## src/rtl/mystic_mem_pkg.sv

```systemverilog
// Shared types and constants for the main-memory UART dump block.
package mystic_mem_pkg;

  localparam int unsigned AddrWDefault = 18;

  // 8N1 framing: one start bit, eight data bits, one stop bit.
  localparam int unsigned DataBits  = 8;
  localparam int unsigned StopBits  = 1;
  localparam int unsigned FrameBits = 1 + DataBits + StopBits;

  typedef enum logic [2:0] {
    StIdle,
    StFetch,
    StLatch,
    StSend,
    StDone
  } state_e;

endpackage

```

## src/rtl/mystic_uart_ser.sv

```systemverilog
// Byte serializer: start bit, LSB-first data, stop bit, each held baud_div clocks.
module mystic_uart_ser
  import mystic_mem_pkg::*;
(
  input  logic        clk_i,
  input  logic        rst_i,
  input  logic [15:0] baud_div,
  input  logic        load,
  input  logic [7:0]  tx_byte,
  output logic        tx_o,
  output logic        frame_done
);

  logic        active_q;
  logic [3:0]  bit_idx_q;
  logic [15:0] cnt_q;
  logic [15:0] div_q;
  logic [7:0]  shift_q;
  logic [15:0] div_eff;
  logic        bit_end;
  logic        last_bit;

  assign div_eff    = (baud_div == 16'd0) ? 16'd1 : baud_div;
  assign bit_end    = active_q && (cnt_q == div_q - 16'd1);
  assign last_bit   = (bit_idx_q == 4'(FrameBits - 1));
  assign frame_done = bit_end && last_bit;

  always_ff @(posedge clk_i or posedge rst_i) begin
    if (rst_i) begin
      active_q  <= 1'b0;
      bit_idx_q <= 4'd0;
      cnt_q     <= 16'd0;
      div_q     <= 16'd1;
      shift_q   <= 8'd0;
    end else if (load) begin
      active_q  <= 1'b1;
      bit_idx_q <= 4'd0;
      cnt_q     <= 16'd0;
      div_q     <= div_eff;
      shift_q   <= tx_byte;
    end else if (active_q) begin
      if (bit_end) begin
        cnt_q <= 16'd0;
        // Divider is re-sampled only at bit boundaries.
        div_q <= div_eff;
        if (last_bit) begin
          active_q <= 1'b0;
        end else begin
          bit_idx_q <= bit_idx_q + 4'd1;
          if (bit_idx_q != 4'd0) begin
            shift_q <= shift_q >> 1;
          end
        end
      end else begin
        cnt_q <= cnt_q + 16'd1;
      end
    end
  end

  always_comb begin
    tx_o = 1'b1;
    if (active_q) begin
      if (bit_idx_q == 4'd0) begin
        tx_o = 1'b0;
      end else if (bit_idx_q <= 4'(DataBits)) begin
        tx_o = shift_q[0];
      end
    end
  end

endmodule

```

## src/rtl/mystic_main_mem_tx.sv

```systemverilog
// Reads a block of main memory byte by byte and streams it out as 8N1 UART frames.
module mystic_main_mem_tx
  import mystic_mem_pkg::*;
#(
  parameter int unsigned ADDR_W = AddrWDefault
) (
  input  logic              clk_i,
  input  logic              rst_i,
  input  logic              start_i,
  input  logic [ADDR_W-1:0] start_addr_i,
  input  logic [ADDR_W-1:0] length_i,
  input  logic [15:0]       baud_div,
  output logic [ADDR_W-1:0] mem_addr_o,
  output logic              mem_re_o,
  input  logic [7:0]        mem_rdata_i,
  output logic              tx_o,
  output logic              busy_o,
  output logic              done_o,
  output logic              disable_core_n
);

  state_e            state_q, state_d;
  logic [ADDR_W-1:0] addr_q, addr_d;
  logic [ADDR_W-1:0] rem_q, rem_d;
  logic              ser_load;
  logic              frame_done;

  mystic_uart_ser u_ser (
    .clk_i      (clk_i),
    .rst_i      (rst_i),
    .baud_div   (baud_div),
    .load       (ser_load),
    .tx_byte    (mem_rdata_i),
    .tx_o       (tx_o),
    .frame_done (frame_done)
  );

  always_ff @(posedge clk_i or posedge rst_i) begin
    if (rst_i) begin
      state_q <= StIdle;
      addr_q  <= '0;
      rem_q   <= '0;
    end else begin
      state_q <= state_d;
      addr_q  <= addr_d;
      rem_q   <= rem_d;
    end
  end

  always_comb begin
    state_d  = state_q;
    addr_d   = addr_q;
    rem_d    = rem_q;
    ser_load = 1'b0;
    unique case (state_q)
      StIdle: begin
        if (start_i) begin
          addr_d  = start_addr_i;
          rem_d   = length_i;
          state_d = (length_i == '0) ? StDone : StFetch;
        end
      end
      StFetch: state_d = StLatch;
      StLatch: begin
        // Read data is valid now, one cycle after the FETCH read strobe.
        ser_load = 1'b1;
        state_d  = StSend;
      end
      StSend: begin
        if (frame_done) begin
          addr_d  = addr_q + ADDR_W'(1);
          rem_d   = rem_q - ADDR_W'(1);
          state_d = (rem_q == ADDR_W'(1)) ? StDone : StFetch;
        end
      end
      StDone:  state_d = StIdle;
      default: state_d = StIdle;
    endcase
  end

  assign mem_addr_o     = addr_q;
  assign mem_re_o       = (state_q == StFetch);
  assign busy_o         = (state_q == StFetch) || (state_q == StLatch) || (state_q == StSend);
  assign done_o         = (state_q == StDone);
  assign disable_core_n = ~busy_o;

endmodule

```

## config.mk

```make
export PLATFORM = sky130hd
export DESIGN_NAME = mystic_main_mem_tx
export DESIGN_NICKNAME = d
export VERILOG_FILES = /design/src/rtl/mystic_mem_pkg.sv /design/src/rtl/mystic_uart_ser.sv /design/src/rtl/mystic_main_mem_tx.sv
export SDC_FILE = /design/constraint.sdc
export NUM_CORES = 1
export LEC_CHECK = 0
export CORE_MARGIN = 4
export CORE_UTILIZATION = 38
export CTS_CLUSTER_DIAMETER = 40
export DETAILED_ROUTE_END_ITERATION = 10
export GPL_ROUTABILITY_DRIVEN = 0
export PLACE_DENSITY = 0.63
export SYNTH_ARGS = -nofsm -noshare
export SYNTH_HDL_FRONTEND = slang
export SYNTH_SLANG_ARGS = --single-unit
```

## constraint.sdc

```tcl
create_clock -name clk_i -period 3 [get_ports clk_i]
set_input_delay 0.9 -clock clk_i [delete_from_list [all_inputs] [get_ports clk_i]]
set_output_delay 0.9 -clock clk_i [all_outputs]
set_load 0.01 [all_outputs]
```

==> insert_results.sql, run 1 <==
INSERT INTO impl_metrics (metric_group, metric, value, unit) VALUES
('run_status', 'run_status', 'completed', ''),
('logic_synthesis', 'syn_area', '5140', 'µm²'),
('flow_run', 'maxCapViolations', '0', ''),
('global_route', 'grt_antenna_before_repair', '0', ''),
('clock_network', 'ctsRootBufferMaster', 'sky130_fd_sc_hd__clkbuf_16', ''),
('logic_synthesis', 'synth_top_family_by_area', 'simple AND/OR/NAND/NOR gates', ''),
('global_route', 'via_count_of_the_first_global_routing_pass', '4881', ''),
('clock_network', 'cts_clock_pin_slew_for_the_worst_setup_and_hold_paths', '0.06', 'ns'),
('critical_path', 'classification_of_the_worst_setup_path', 'register to register', ''),
('critical_path', 'crit_fanout', '7', ''),
('clock_network', 'tritoncts', 'built', ''),
('logic_synthesis', 'synth_ff_type', 'sky130_fd_sc_hd__dfrtp_1', ''),
('layout', 'final-seq-area', '2100', 'µm²'),
('layout', 'mostFrequentLayoutCell', 'sky130_fd_sc_hd__clkdlybuf4s50_1', ''),
('die', 'die_width', '124', 'µm'),
('clock_network', 'worstSkewPairLatency', '0.35', 'ns'),
('timing', 'tightest_slew', '0.667', 'ns'),
('layout', 'drive_above_1_share', '21.3', '%'),
('die', 'core_area', '13200', 'µm²'),
('pwr', 'total_leakage_power', '0.00300', 'µW'),
('logic_synthesis', 'synth_simple_gate_area_share', '24.9', '%'),
('die', 'io-pin-count', '86', ''),
('layout', 'num-fill-cells', '1186', ''),
('route', 'route.antenna.remaining_nets', '0', ''),
('logic_synthesis', 'synth_adder_area_share', '2.14', '%'),
('logic_synthesis', 'synth_top_cells_by_area', 'sky130_fd_sc_hd__dfrtp_1 40%, sky130_fd_sc_hd__nor2_1 5.0%, sky130_fd_sc_hd__nand2_1 4.2%, sky130_fd_sc_hd__mux2_2 3.7%, sky130_fd_sc_hd__xnor2_1 3.4%', ''),
('timing', 'maxSlewHeadroom', '55.5', '%'),
('clock_network', 'cts_buffer_depth', '2', ''),
('layout', 'design.final.nets', '781', ''),
('route', 'drt_first_iter_violations', '445', ''),
('logic_synthesis', 'synth_edf_count', '0', ''),
('die', 'fp.dieArea', '15400', 'µm²'),
('clock_network', 'cts.sinks', '84', ''),
('clock_network', 'cts.htree.levels', '3', ''),
('layout', 'layout-area-overhead-vs-synth', '41.7', '%'),
('global_route', 'global_route_wire_length_before_repair', '24400', 'µm'),
('critical_path', 'worstPathRequired', '3.27', 'ns'),
('timing', 'final.setup_skew', '0.00627', 'ns'),
('timing', 'max_freq', '336', 'MHz'),
('clock_network', 'cts_hold_buf', '0', ''),
('global_route', 'grt_start_max_net_pins', '44', ''),
('timing', 'rsz0062_at_grt', 'yes', ''),
('layout', 'most_used_cells_in_the_layout_excluding_fill_and_tap_cells', '84 x sky130_fd_sc_hd__clkdlybuf4s50_1, 82 x sky130_fd_sc_hd__dfrtp_1, 66 x sky130_fd_sc_hd__nor2_1', ''),
('route', 'detailedRoute.firstPassIterationCount', '5', ''),
('route', 'route.vias.total', '4990', ''),
('pwr', 'power-per-cell-area', '384', 'nW/µm²'),
('logic_synthesis', 'post_synth.cell_area_avg', '8.87', 'µm²'),
('logic_synthesis', 'yosys_warnings', '0', ''),
('layout', 'stdcell_count', '891', ''),
('logic_synthesis', 'synth_mux_area_share', '6.06', '%'),
('logic_synthesis', 'netlist.top_cell.by_area', 'sky130_fd_sc_hd__dfrtp_1', ''),
('placement', 'placed_cells_incl_taps', '855', ''),
('timing', 'timing.final.setup_violations', '0', ''),
('clock_network', 'tritoncts.num_buffers', '9', ''),
('logic_synthesis', 'synth_seq_cells', '84', ''),
('die', 'start_util', '38.8', '%'),
('layout', 'multi_input_area', '3130', 'µm²'),
('logic_synthesis', 'synth-xor-area-share', '6.48', '%'),
('route', 'drc_errors', '0', ''),
('timing', 'finalCritPeriodShare', '99.2', '%'),
('route', 'routed_wl', '15800', 'µm'),
('logic_synthesis', 'share_of_the_synthesized_area_in_compound_gates_ao_oa_aoi_oai', '15.2', '%'),
('placement', 'pre_cts_slack', '-0.158', 'ns'),
('logic_synthesis', 'synth_cells', '579', ''),
('die', 'die_height', '124', 'µm'),
('logic_synthesis', 'synthDistinctLibCells', '60', ''),
('hold_path', 'worst_hold_path_type', 'register to register', ''),
('critical_path', 'critical_path_arrival', '3.25', 'ns'),
('critical_path', 'start_kind', 'register', ''),
('global_route', 'grt_remaining_overflow', '0', ''),
('timing', 'minimum_clock_period_after_layout', '2.98', 'ns');
-- synth_stat cells (3+ instances only) --
cell,instances
sky130_fd_sc_hd__a21oi_1,33
sky130_fd_sc_hd__a22oi_1,9
sky130_fd_sc_hd__a31oi_1,4
sky130_fd_sc_hd__and2_1,4
sky130_fd_sc_hd__and3_1,6
sky130_fd_sc_hd__buf_2,4
sky130_fd_sc_hd__buf_6,3
sky130_fd_sc_hd__clkbuf_1,20
sky130_fd_sc_hd__dfrtp_1,83
sky130_fd_sc_hd__ha_1,8
sky130_fd_sc_hd__inv_1,19
sky130_fd_sc_hd__mux2_2,17
sky130_fd_sc_hd__mux2i_1,12
sky130_fd_sc_hd__nand2_1,57
sky130_fd_sc_hd__nand2b_1,5
sky130_fd_sc_hd__nand3_1,26
sky130_fd_sc_hd__nand3b_1,4
sky130_fd_sc_hd__nand4_1,7
sky130_fd_sc_hd__nor2_1,68
sky130_fd_sc_hd__nor3_1,23
sky130_fd_sc_hd__nor4_1,23
sky130_fd_sc_hd__o211a_1,3
sky130_fd_sc_hd__o211ai_1,9
sky130_fd_sc_hd__o21ai_0,18
sky130_fd_sc_hd__o221ai_1,3
sky130_fd_sc_hd__o22ai_1,10
sky130_fd_sc_hd__o32ai_1,3
sky130_fd_sc_hd__or3_1,11
sky130_fd_sc_hd__or4_1,8
sky130_fd_sc_hd__xnor2_1,20
sky130_fd_sc_hd__xor2_1,18
-- timing repair --
action,in CTS,in global routing
setup endpoints to repair,51,72
gates resized for setup,10,65
buffers inserted,2,13
pin swaps,4,21
cloned,0,5
-- critical path, cell delays in order (launching register included) --
cell and delay (ns):
sky130_fd_sc_hd__dfrtp_2 0.44, sky130_fd_sc_hd__or4_4 0.62, sky130_fd_sc_hd__nor2_4 0.11, sky130_fd_sc_hd__xor2_1 0.14, sky130_fd_sc_hd__nand2_1 0.10, sky130_fd_sc_hd__a2111oi_4 0.36, sky130_fd_sc_hd__buf_4 0.20, sky130_fd_sc_hd__buf_6 0.11
sky130_fd_sc_hd__nand2_4 0.05, sky130_fd_sc_hd__buf_6 0.13, sky130_fd_sc_hd__or4_4 0.48, sky130_fd_sc_hd__a21oi_2 0.15
-- routing by layer --
metal	vias up	wire length [µm]	track usage, %
met5	-	0	0
met4	0	328	5.09
met3	27	960	5.10
met2	188	7570	30.2
met1	2409	6950	25.5
li1	2366	-	-
-- per-stage QoR --
step	power [µW]	hold slack (ns)	setup TNS (ns)	area, µm²	util, %
after detailed placement	1660	0.489	-2.78	6440	48.7
final	2790	0.513	0	7280	55.0
after global placement	1650	0.481	-0.512	6440	48.7
after floorplan	1500	0.466	0	5150	-
after global routing	2900	0.525	-1.15	7280	55.0
after CTS	2790	0.509	0	6800	51.3
-- area by class of cell --
class / instances / share of cell area, %
inverter: 19 / 1.03
tap: 176 / 3.02
timing repair buffer: 149 / 20.1
clock buffer: 11 / 3.20
clock inverter: 5 / 0.722
multi-input combinational: 447 / 43.0
sequential: 84 / 28.9
-- final timing paths --
| kind | startpoint | endpoint | slack [ns] | depth (start not counted) |
|---|---|---|---|---|
| min reg2reg | u_ser.shift_q[7] | u_ser.shift_q[7] | 0.51 | 2 |
| max | u_ser.div_q[2] | u_ser.bit_idx_q[2] | 0.02 | 11 |
| max in group asynchronous | rst_i | u_ser.div_q[0] | 1.32 | 3 |
| min | u_ser.shift_q[7] | u_ser.shift_q[7] | 0.51 | 2 |
| min in group asynchronous | rst_i | mem_addr_o[5] | 0.98 | 2 |
| max reg2reg | u_ser.div_q[2] | u_ser.bit_idx_q[2] | 0.02 | 11 |
-- state kept, by name, indices dropped and copies added (netlist names) --
name	count
u_ser.cnt_q	16
u_ser.shift_q	8
mem_addr_o	18
u_ser.active_q	1
u_ser.div_q	16
rem_q	18
state_q	3
u_ser.bit_idx_q	4
-- report_power, final --
| part | total, µW | switching (µW) | internal (µW) |
|---|---|---|---|
| Sequential | 1260 | 78.8 | 1180 |
| Combinational | 425 | 198 | 227 |
| Clock | 1110 | 465 | 642 |
-- cell families after synthesis --
| logic type | Yosys count |
|---|---|
| XOR/XNOR | 38 |
| multiplexers | 29 |
| adder cells (fa/ha/maj) | 9 |
| AND/OR/NAND/NOR | 256 |
| AO/OA/AOI/OAI | 114 |
| flip-flops | 84 |
| buffers and inverters | 49 |
No activity file was read; power rests on OpenSTA's default activity.
==> run 2: changes to the inputs <==
CTS_CLUSTER_SIZE = 25   (was default)
SKIP_LAST_GASP = 1   (was default)
==> run 2 against run 1 <==
Sequential cell count did not move. Register-to-register slack barely moved. Power barely moved. Die area did not move. Critical path depth did not move. Hold slack got worse by 0.0027 ns. Combinational power barely moved. Final cell count did not move. Critical path type unchanged. Highest routed layer unchanged.
==> insert_results.sql, run 2 (synthesized netlist as in run 1, its figures left out) <==
INSERT INTO impl_metrics (metric_group, metric, value, unit) VALUES
('run_status', 'run_status', 'completed', ''),
('die', 'placementRows', '42', ''),
('route', 'drc_errors', '0', ''),
('layout', 'most_used_cells_in_the_layout_excluding_fill_and_tap_cells', '84 x sky130_fd_sc_hd__clkdlybuf4s50_1, 82 x sky130_fd_sc_hd__dfrtp_1, 66 x sky130_fd_sc_hd__nor2_1', ''),
('layout', 'diodes', '0', ''),
('pwr', 'clkPwrFrac', '39.6', '%'),
('clock_network', 'cts_buffer_depth', '2', ''),
('die', 'die_width', '124', 'µm'),
('timing', 'final.setup_skew', '0.00668', 'ns'),
('layout', 'multi_input_area', '3100', 'µm²'),
('layout', 'drive_above_1_share', '20.6', '%'),
('pwr', 'total_leakage_power', '0.00298', 'µW'),
('critical_path', 'timing.critical_path.max_delay_family', 'simple AND/OR/NAND/NOR gates', ''),
('die', 'io-pin-count', '86', ''),
('clock_network', 'tritoncts', 'built', ''),
('timing', 'finalCritPeriodShare', '99.5', '%'),
('timing', 'rsz0062_at_grt', 'yes', ''),
('pwr', 'power.ir.vdd_worst', '0.282', 'mV'),
('route', 'via_per_inst', '5.65', ''),
('clock_network', 'tritoncts.num_buffers', '9', ''),
('global_route', 'grt_antenna_before_repair', '0', ''),
('clock_network', 'cts_clock_pin_slew_for_the_worst_setup_and_hold_paths', '0.06', 'ns'),
('route', 'route.vias.total', '5032', ''),
('global_route', 'global_route_wire_length_before_repair', '24400', 'µm'),
('die', 'start_util', '38.8', '%'),
('route', 'drt_first_iter_violations', '424', ''),
('critical_path', 'start_kind', 'register', ''),
('layout', 'mostFrequentLayoutCell', 'sky130_fd_sc_hd__clkdlybuf4s50_1', ''),
('pwr', 'share_comb_of_total_power', '15.2', '%'),
('layout', 'num-fill-cells', '1195', ''),
('pwr', 'share_seq_of_total_power', '45.2', '%'),
('critical_path', 'classification_of_the_worst_setup_path', 'register to register', ''),
('global_route', 'grt_remaining_overflow', '0', ''),
('die', 'core_area', '13200', 'µm²'),
('placement', 'hpwlAfterDp', '10600', 'µm'),
('timing', 'tightest_slew', '0.672', 'ns'),
('timing', 'finalHoldViolations', '0', ''),
('clock_network', 'worstSkewPairLatency', '0.35', 'ns'),
('timing', 'timing.final.setup_violations', '0', ''),
('pwr', 'power_switching_share', '26.5', '%'),
('die', 'fp.dieArea', '15400', 'µm²'),
('route', 'routed_wl', '15800', 'µm'),
('clock_network', 'cts.sinks', '84', ''),
('timing', 'pins_over_their_slew_limit', '0', ''),
('route', 'route.antenna.remaining_nets', '0', ''),
('critical_path', 'timing.critical_path.slowest_stage_cell', 'sky130_fd_sc_hd__or4_4', ''),
('pwr', 'power-per-cell-area', '385', 'nW/µm²'),
('global_route', 'globalRouteTotalUtil', '18.9', '%'),
('critical_path', 'worst-path-buf-inv', '3', ''),
('critical_path', 'worstPathRequired', '3.27', 'ns'),
('placement', 'dpl_cell_area', '6440', 'µm²'),
('global_route', 'grt_start_max_net_pins', '44', ''),
('layout', 'fin_area', '7250', 'µm²'),
('route', 'wl_per_instance', '17.7', 'µm'),
('placement', 'place.port_buffers', '85', ''),
('critical_path', 'worstSetupEndpointType', 'register', ''),
('pwr', 'internal_power', '2050', 'µW'),
('clock_network', 'ctsRootBufferMaster', 'sky130_fd_sc_hd__clkbuf_16', ''),
('layout', 'design.final.nets', '781', ''),
('pwr', 'power.switching', '739', 'µW'),
('hold_path', 'worst_hold_path_type', 'register to register', ''),
('clock_network', 'cts.htree.levels', '3', ''),
('layout', 'layout-area-overhead-vs-synth', '41.1', '%'),
('timing', 'minimum_clock_period_after_layout', '2.99', 'ns'),
('critical_path', 'critical_path_arrival', '3.26', 'ns'),
('layout', 'final-seq-area', '2100', 'µm²'),
('flow_run', 'maxCapViolations', '0', ''),
('critical_path', 'critical_path.max_stage_delay', '0.62', 'ns'),
('die', 'die_height', '124', 'µm'),
('route', 'detailedRoute.firstPassIterationCount', '7', ''),
('timing', 'maxSlewHeadroom', '55.1', '%'),
('critical_path', 'crit_fanout', '7', ''),
('critical_path', 'critical_path.cell_chain', 'or4_4, nor2_4, xor2_1, nand2_1, a2111oi_4, buf_4, buf_6, nand2_2, buf_6, or4_4, a21oi_2', ''),
('timing', 'hold_ws', '0.511', 'ns'),
('global_route', 'via_count_of_the_first_global_routing_pass', '4881', ''),
('timing', 'max_freq', '335', 'MHz');
run 2: area by class of cell:
class	instances	area share (%)
clock buffers	11	3.21
inverters	19	1.04
repair buffers	149	20.2
multi-input cells	447	42.8
flip-flops and latches	84	29.0
clock inverters	5	0.725
well taps	176	3.04
run 2: what timing repair did:
action | CTS | global route
setup buffers | 2 | 13
pin swaps | 4 | 16
gates resized for setup | 10 | 59
endpoints found under the setup margin | 51 | 72
gates cloned | 0 | 5
hold buffers | 0 | 0
endpoints found under the hold margin | 0 | 0
run 2: final timing paths:
kind / cells past startpoint / slack (ns) / start / end
setup / recovery: 11 / 0.01 / u_ser.div_q[2] / u_ser.bit_idx_q[2]
hold / removal: 2 / 0.51 / u_ser.shift_q[7] / u_ser.shift_q[7]
setup reg to reg: 11 / 0.01 / u_ser.div_q[2] / u_ser.bit_idx_q[2]
hold reg to reg: 2 / 0.51 / u_ser.shift_q[7] / u_ser.shift_q[7]
max in group asynchronous: 3 / 1.32 / rst_i / u_ser.div_q[0]
min in group asynchronous: 2 / 0.98 / rst_i / mem_addr_o[5]
run 2: metrics by stage:
step / worst slack, ns / utilization [%] / setup TNS (ns) / power, µW / instances
2_1_floorplan: 0.0569 / - / 0 / 1500 / 579
5_1_grt: -0.0891 / 54.8 / -1.54 / 2900 / 891
3_5_place_dp: -0.158 / 48.7 / -2.78 / 1660 / 855
4_1_cts: 0.000463 / 51.3 / 0 / 2790 / 873
3_3_place_gp: -0.0718 / 48.7 / -0.512 / 1650 / 855
6_report: 0.0144 / 54.8 / 0 / 2790 / 891
run 2: power groups by stage:
stage          Clock (µW)  Combinational, µW  Sequential [µW]
6_report             1110                424             1260
5_1_grt              1170                464             1270
4_1_cts              1130                397             1260
3_5_place_dp            0                388             1280
3_3_place_gp            0                381             1270
2_1_floorplan           0                253             1240
run 2: worst register-to-register path, delay by kind of cell (launching register included):
family	cells	cell delay, ns
AOI/OAI and AO/OA	2	0.50
and+or+nand+nor	5	1.39
DFF	1	0.44
xor gates and xnor gates	1	0.14
buffers and inverters	3	0.45
run 2: layer usage:
layer,routed length [µm],share of wire (%),track usage (%),vias to the layer above
met4,329,2.1,5.09,0
met5,0,0,0,-
met3,955,6.1,5.10,28
met2,7540,48,30.2,192
li1,-,-,-,2366
met1,6930,44,25.5,2446
==> run 3: changes to the inputs <==
ABC_CLOCK_PERIOD_IN_PS = 3000   (was default)
==> results of run 3 <==
The final DEF is identical to that of run 2; final timing and power are the same.
